$ cat src/rtl/aftab_trap_return_unit.sv
// aftab_trap_return_unit: MRET/URET sequencer restoring xstatus over the CSR port and returning resume PC/privilege.
// Define AFTAB_EPC_ALIGN_EN to force pcOut[1:0] to zero.
module aftab_trap_return_unit #(
  parameter int          len       = 32,
  parameter logic [11:0] MSTATUS_A = 12'h300,
  parameter logic [11:0] MEPC_A    = 12'h341,
  parameter logic [11:0] USTATUS_A = 12'h000,
  parameter logic [11:0] UEPC_A    = 12'h041
) (
  input  logic           clk,
  input  logic           rst_n,
  input  logic           i_ret_start,
  input  logic           i_is_uret,
  input  logic [1:0]     i_cur_prv,
  output logic [11:0]    o_csr_addr,
  output logic           o_csr_rd,
  output logic           o_csr_wr,
  output logic [len-1:0] o_csr_wdata,
  input  logic [len-1:0] i_csr_rdata,
  input  logic           i_csr_ack,
  output logic           o_busy,
  output logic           o_ret_done,
  output logic           o_ret_illegal,
  output logic [len-1:0] o_pc_out,
  output logic [1:0]     o_new_prv
);
  typedef enum logic [2:0] {IDLE, RD_ST, WR_ST, RD_EPC, DONE, ILL} state_t;
  state_t         r_state;
  logic           r_is_u;
  logic [len-1:0] r_status;
  logic [len-1:0] w_wdata;
  logic [len-1:0] w_epc;
  always_comb begin
    w_wdata = r_status;
    if (r_is_u) begin
      w_wdata[0] = r_status[4];
      w_wdata[4] = 1'b1;
    end else begin
      w_wdata[3]     = r_status[7];
      w_wdata[7]     = 1'b1;
      w_wdata[12:11] = 2'b00;
    end
  end
`ifdef AFTAB_EPC_ALIGN_EN
  assign w_epc = {i_csr_rdata[len-1:2], 2'b00};
`else
  assign w_epc = i_csr_rdata;
`endif
  always_ff @(posedge clk or negedge rst_n) begin
    if (!rst_n) begin
      r_state       <= IDLE;
      r_is_u        <= 1'b0;
      r_status      <= '0;
      o_csr_addr    <= '0;
      o_csr_rd      <= 1'b0;
      o_csr_wr      <= 1'b0;
      o_csr_wdata   <= '0;
      o_busy        <= 1'b0;
      o_ret_done    <= 1'b0;
      o_ret_illegal <= 1'b0;
      o_pc_out      <= '0;
      o_new_prv     <= 2'b11;
    end else begin
      o_ret_done    <= 1'b0;
      o_ret_illegal <= 1'b0;
      case (r_state)
        IDLE: if (i_ret_start) begin
          o_busy <= 1'b1;
          if (!i_is_uret && i_cur_prv != 2'b11) begin
            r_state       <= ILL;
            o_ret_illegal <= 1'b1;
          end else begin
            r_state    <= RD_ST;
            r_is_u     <= i_is_uret;
            o_csr_rd   <= 1'b1;
            o_csr_addr <= i_is_uret ? USTATUS_A : MSTATUS_A;
          end
        end
        RD_ST: if (o_csr_rd && i_csr_ack) begin
          r_status <= i_csr_rdata;
          o_csr_rd <= 1'b0;
          r_state  <= WR_ST;
        end
        WR_ST: if (!o_csr_wr) begin
          o_csr_wr    <= 1'b1;
          o_csr_wdata <= w_wdata;
        end else if (i_csr_ack) begin
          o_csr_wr <= 1'b0;
          r_state  <= RD_EPC;
        end
        RD_EPC: if (!o_csr_rd) begin
          o_csr_rd   <= 1'b1;
          o_csr_addr <= r_is_u ? UEPC_A : MEPC_A;
        end else if (i_csr_ack) begin
          o_csr_rd   <= 1'b0;
          o_pc_out   <= w_epc;
          o_new_prv  <= r_is_u ? 2'b00 : r_status[12:11];
          o_ret_done <= 1'b1;
          r_state    <= DONE;
        end
        DONE, ILL: begin
          r_state <= IDLE;
          o_busy  <= 1'b0;
        end
        default: r_state <= IDLE;
      endcase
    end
  end
endmodule

$ cat config.mk
export PLATFORM = sky130hd
export DESIGN_NAME = aftab_trap_return_unit
export DESIGN_NICKNAME = d
export VERILOG_FILES = /design/src/rtl/aftab_trap_return_unit.sv
export SDC_FILE = /design/constraint.sdc
export NUM_CORES = 1
export LEC_CHECK = 0
export CORE_UTILIZATION = 25
export DETAILED_ROUTE_END_ITERATION = 8
export GPL_ROUTABILITY_DRIVEN = 0
export PLACE_DENSITY = 0.49
export SYNTH_ARGS = -nofsm -noshare
export SYNTH_HDL_FRONTEND = slang
export SYNTH_SLANG_ARGS = --single-unit
$ cat constraint.sdc
create_clock -name clk -period 1.8 [get_ports clk]
set_input_delay 0.54 -clock clk [delete_from_list [all_inputs] [get_ports clk]]
set_output_delay 0.54 -clock clk [all_outputs]
set_load 0.03 [all_outputs]
### Yosys cells after proc, flatten, opt, wreduce, memory -nomap -nowiden

Cells that the tools add are included.

| word-level totals | value |
|---|---|
| output and inout port bits | 83 |
| word-level logic and storage cells | 79 |
| input bits | 39 |
| bits in registers | 119 |

| operators by class | value |
|---|---|
| reductions and logical operators | 16 |
| equal/unequal tests | 14 |
| multiplexer cells | 35 |
| bitwise gates (word level) | 2 |

Operator list:

| cell | number |
|---|---|
| 12-bit two-way mux | 3 |
| 12-bit case mux with 2 select lines | 1 |
| 3-bit two-way mux | 7 |
| 10-bit two-way mux | 2 |
| 2-bit != test, second input constant | 9 |
| 1-bit two-way mux | 17 |
| 3-bit case mux with 4 select lines | 1 |
| 4-bit AND reduction | 2 |
| 3-bit by 2-bit equality test with 1-bit output, second input constant | 2 |
| 3-bit equality test, second input constant | 2 |
| 2-bit AND reduction | 3 |
| 3-bit AND reduction | 2 |
| 6-bit AND reduction | 1 |
| 2-bit two-way mux | 2 |
| 2-bit nonzero test | 2 |
| 3-bit by 1-bit equality test with 1-bit output, second input constant | 1 |
| 3-bit logical NOT | 1 |
| 1-bit case mux with 3 select lines | 1 |
| 3-bit nonzero test | 1 |
| 1-bit logical AND | 2 |
| 1-bit NOT | 2 |
| 1-bit case mux with 2 select lines | 1 |
| 2-bit OR reduction | 1 |
| 1-bit logical NOT | 1 |

### Logic depth before layout (Yosys ltp)

| depth | value |
|---|---|
| word-level depth | 5 |
| depth in mapped cells | 6 |
| mapped depth without buffers | 3 |

### Worst setup path before layout

No wires, ideal clock.

| timing path | value |
|---|---|
| kind | register -> register |
| start | register o_csr_rd |
| end | register o_pc_out[10] |
| buffers on the path | 1 |
| cell stages (with the launch flop) | 5 |
| library setup time | 0.125 ns |
| data arrival time | 1.517 ns |
| data required time | 1.675 ns |
| clock period less this slack | 1.642 ns |
| slack | 0.158 ns |
| cell sequence | dfrtp_1 nand2_1 nor2_8 buf_12 mux2_4 |

| between the ends | value |
|---|---|
| word-level cells in the longest chain between the ends | 1 |

Ends and longest elaborated chain:

| item | line | source |
|---|---|---|
| start, declared | 16 | `output logic o_csr_rd,` |
| start signal, assigned | 55 | `o_csr_rd <= 1'b0;` |
| start signal, assigned | 75 | `o_csr_rd <= 1'b1;` |
| start signal, assigned | 81 | `o_csr_rd <= 1'b0;` |
| 3-bit AND reduction (no line) | n/a |  |
| end signal, assigned | 96 | `o_pc_out <= w_epc;` |
| end, declared | 24 | `output logic [len-1:0] o_pc_out,` |

Every way passes these cells.
A chain may end at the register's enable or synchronous reset.

### Final worst setup path

| timing path | value |
|---|---|
| start | register o_new_prv[0] |
| end | output o_new_prv[0] |

RTL lines:

| item | line | source |
|---|---|---|
| start, declared | 25 | `output logic [1:0] o_new_prv` |
| start signal, assigned | 97 | `o_new_prv <= r_is_u ? 2'b00 : r_status[12:11];` |

No word-level cell between the ends.

==> results.txt <==
----------------------------------------------------
[Floorplanning]
  Core box area ... 0.01754 sq mm
  Die H ... 137.0 microns
  Starting density of the core ... between 20% and 30%
  Die boundary width ... 137.0 microns
  Num ports ... 122
  Area of the die ... 0.01876 sq mm
  Number of placement rows ... 48

[Worst setup path]
  Family of cells with the greatest summed delay on the critical path ... flip-flops
  Maximum fanout along the worst path ... 2
  Kind of launch point of the worst setup path ... register
  FF-to-FF End ... o_csr_wdata[30]
  Register-to-register path setup slack ... 0.12 ns
  Worst Path Class, Setup ... reg2out
  Critical Path End Type ... output port
  Count of buffering cells on the critical path with inverters included ... 1
  Crit path largest cell delay ... 0.54 ns
  Cell-by-cell trace of the critical path ... clkdlybuf4s15_2
  Cell with the largest stage delay on the worst path ... sky130_fd_sc_hd__dfstp_2
  Data required time of the worst path ... 1.26 ns
  Worst Reg2Reg Path Length in Cells ... 3
  Beginning of the worst register-to-register path ... r_state[2]
  Critical path arrival ... around 1.2 ns

[STA]
  Max-slew violation count ... 0
  Share of the clock period used by the worst path ... 95.78%
  Final number of setup-violating endpoints ... 0
  RSZ-0062 raised after global routing ... no
  Final TNS setup ... 0 ns
  Maximum clock frequency ... 580.0 MHz
  Final-report hold violation count ... 0
  Skew final ... around 0.011 ns
  Minimum clock period after layout ... 1.724 ns

[Detailed routing]
  Routed wire length per instance ... 15.48 microns
  Vias per inst ... 4.137
  Number of DRC markers in iteration 0 ... a little under 70
  Total number of vias ... 2,652
  Post-detailed-routing wire length ... 9924 microns
  Pre-Repair DR Iteration Count ... 4
  Remaining number of nets flagged by the antenna check after routing ... 0
  DRC Markers ... 0

[Final layout]
  Register area ... 0.002730 sq mm
  Final cell count without fillers ... ~640
  Antenna diode instance count ... 0
  Post-layout util ... roughly 36%
  Fin nets ... 450
  Fraction of final layout cells sized beyond drive strength 1 ... ~33%
  Area growth from synthesis to layout ... 36.98%
  Multi-input combinational cell area ... 0.001578 sq mm
  FILL cells ... 1,717

[Power and ir drop]
  Leakage power ... 2.856 nW
  Portion of total power attributed to the clock network ... 16.9%
  Internal power ... 7.325 mW
  Sequential fraction of design power ... a little under two fifths
  Share of power burned in combinational logic ... 46.1%
  Sum of internal, switching and leakage power ... 11.94 mW
  Power Dens Cells ... 1914 mW/mm^2
  Switching power of the nets ... approximately 4.6 mW
  VDD IR-drop max ... 0.7889 mV
  Switching Share ... 38.66%

[Clock network]
  Maximum buffer depth of the clock tree ... 2
  Clock tree root driver cell ... sky130_fd_sc_hd__clkbuf_16
  Cts hold-fix bufs ... 0
  Clock tree from TritonCTS ... yes
  Clock latency at the later pin of the worst-skew pair ... 0.35 ns
  Sink count of the clock tree ... about 110
  Clock transition at the register clock pins on the worst setup and hold paths after CTS ... 0.08 ns
  Number of levels in the clock H-tree ... 3
  Cts bufs inserted ... 9

[Synth]
  Top post-synthesis cells by area ... sky130_fd_sc_hd__dfrtp_1, sky130_fd_sc_hd__mux2_2, sky130_fd_sc_hd__mux2_4, sky130_fd_sc_hd__buf_4, sky130_fd_sc_hd__buf_12
  Number of synthesized register bits ... ~110
  Biggest area consumer among synthesized cells ... sky130_fd_sc_hd__dfrtp_1
  Prevailing post-synth register cell ... sky130_fd_sc_hd__dfrtp_1
  Number of warnings reported in the yosys synthesis log ... 0
  Count leader, synth ... sky130_fd_sc_hd__dfrtp_1
  Library cells used by synthesis ... 35
  Number of enable-type register cells in the synthesized netlist ... 0
  Syn avg cell area ... 16.09 sq um
  Seq/Total Area, Yosys ... 59.95%
  Post-synthesis instance area ... roughly 0.0046 sq mm
  Leading post-synthesis cells by instance count ... sky130_fd_sc_hd__dfrtp_1, sky130_fd_sc_hd__mux2_2, sky130_fd_sc_hd__mux2_4, sky130_fd_sc_hd__buf_4, sky130_fd_sc_hd__nor2_1
  Gate Count Post-Synth ... 283
  Area share of the largest cell type after synthesis ... 58.79%
  FFs w/ async S/R, synth ... 100.0%

[Run status]
  Run status ... complete, no violations

[Min path]
  Min-Delay Path Class ... in2async

[Placed design]
  HPWL reported at the end of detailed placement ... between 6000 and 7000 microns
  Cells after DPL ... 623
  IO Port Bufs ... roughly 110

[Global routing]
  Pin count of the biggest net entering global routing ... 39
  Number of antenna violations at the first check in global routing ... 0
  Via count of the first global-routing pass ... 2,903
  Overall global routing resource usage ... 11.29%
  Grt ovf ... 0
  Wire length of the first global-routing pass ... around 16,000 microns

[Job]
  MaxCap Viol Count ... 0

----------------------------------------------------
metrics by stage:
| step | setup WS, ns | hold slack, ns | area, sq um |
|---|---|---|---|
| after floorplan | 0.1583 | 0.2444 | 4581 |
| final | 0.07590 | 0.06951 | 6238 |
| after detailed placement | -0.3526 | 0.4573 | 5997 |
| after global routing | 0.05142 | 0.07059 | 6238 |
| after global placement | -0.3038 | 0.4552 | 5997 |
| after CTS | 0.01680 | 0.06753 | 6208 |
kinds of logic after synthesis:
| group | share of synthesized area (%) |
|---|---|
| flops | 59.95 |
| mux | 26.37 |
| simple gates | 4.396 |
| other cells | 0.08234 |
| compound gates | 3.022 |
| xor+xnor | 0.1923 |
| buf+inv | 5.989 |
timing repair:
item | CTS | global route
cloned | 0 | 1
setup endpoints to repair | 74 | 32
gates resized for setup | 77 | 2
buffers inserted | 0 | 1
pin swaps | 0 | 1
power by group through the flow:
stage	registers, mW	logic [mW]	clock network (mW)
CTS	4.45	5.54	2.12
finish	4.42	5.50	2.02
global placement	4.47	6.02	0
detailed placement	4.51	6.09	0
floorplan	5.86	2.40	0
global route	4.61	5.88	2.21
worst max-delay path by stage:
stage / from / to / slack [ns] / cells past startpoint
2_1_floorplan: o_csr_rd / o_pc_out[10] / 0.16 / 4
3_3_place_gp: i_csr_ack / o_pc_out[21] / -0.30 / 5
3_5_place_dp: i_csr_ack / r_status[29] / -0.35 / 5
4_1_cts: o_csr_wr / o_csr_wr / 0.02 / 1
5_1_grt: o_new_prv[0] / o_new_prv[0] / 0.05 / 1
6_report: o_new_prv[0] / o_new_prv[0] / 0.08 / 1
state kept, by name, summed over array words and instances (netlist names):
signal / count
o_busy: 1
o_csr_rd: 1
r_state: 3
r_status: 32
o_csr_addr: 2
o_ret_done: 1
o_pc_out: 32
r_is_u: 1
o_csr_wdata: 32
o_ret_illegal: 1
o_new_prv: 2
o_csr_wr: 1
metal layers:
metal	share of wire (%)	GRT usage, %	vias up	wire length, microns
met5	0	0	-	0
met4	0.98	3.907	0	97
met3	5.6	3.630	10	551
met2	46	17.68	81	4606
met1	47	14.57	1335	4669
li1	-	-	1226	-
area by class of cell:
class	count	share of cell area (%)
Sequential cell	109	43.76
Multi-Input combinational cell	150	25.29
Timing Repair Buffer	134	21.20
Tap cell	225	4.513
Clock buffer	10	3.670
Clock inverter	6	1.143
Inverter	7	0.4212
cell usage in the layout (no fill, tap or decap), types with 2 or more instances in the layout:
cell type and count:
sky130_fd_sc_hd__nand2_1 3, sky130_fd_sc_hd__buf_4 13, sky130_fd_sc_hd__clkdlybuf4s50_1 36, sky130_fd_sc_hd__conb_1 8, sky130_fd_sc_hd__mux2i_1 3, sky130_fd_sc_hd__dfrtp_1 107
sky130_fd_sc_hd__clkbuf_16 10, sky130_fd_sc_hd__inv_1 7, sky130_fd_sc_hd__nand3_1 3, sky130_fd_sc_hd__nor2_1 9, sky130_fd_sc_hd__buf_12 9, sky130_fd_sc_hd__dlygate4sd2_1 72
sky130_fd_sc_hd__nor4b_4 2, sky130_fd_sc_hd__mux2_2 54, sky130_fd_sc_hd__mux2_4 36, sky130_fd_sc_hd__a21oi_1 6, sky130_fd_sc_hd__o2bb2ai_1 2, sky130_fd_sc_hd__a31oi_1 2
sky130_fd_sc_hd__o41ai_1 2, sky130_fd_sc_hd__mux2_1 2, sky130_fd_sc_hd__o21ai_0 4, sky130_fd_sc_hd__dfstp_2 2
worst reg2reg max path, cell delays in order (launching register included):
cell                      delay (ns)
sky130_fd_sc_hd__dfrtp_1        0.49
sky130_fd_sc_hd__nor4b_4        0.48
sky130_fd_sc_hd__buf_12         0.23
sky130_fd_sc_hd__mux2_2         0.36
(Power assumes the default switching activity.)
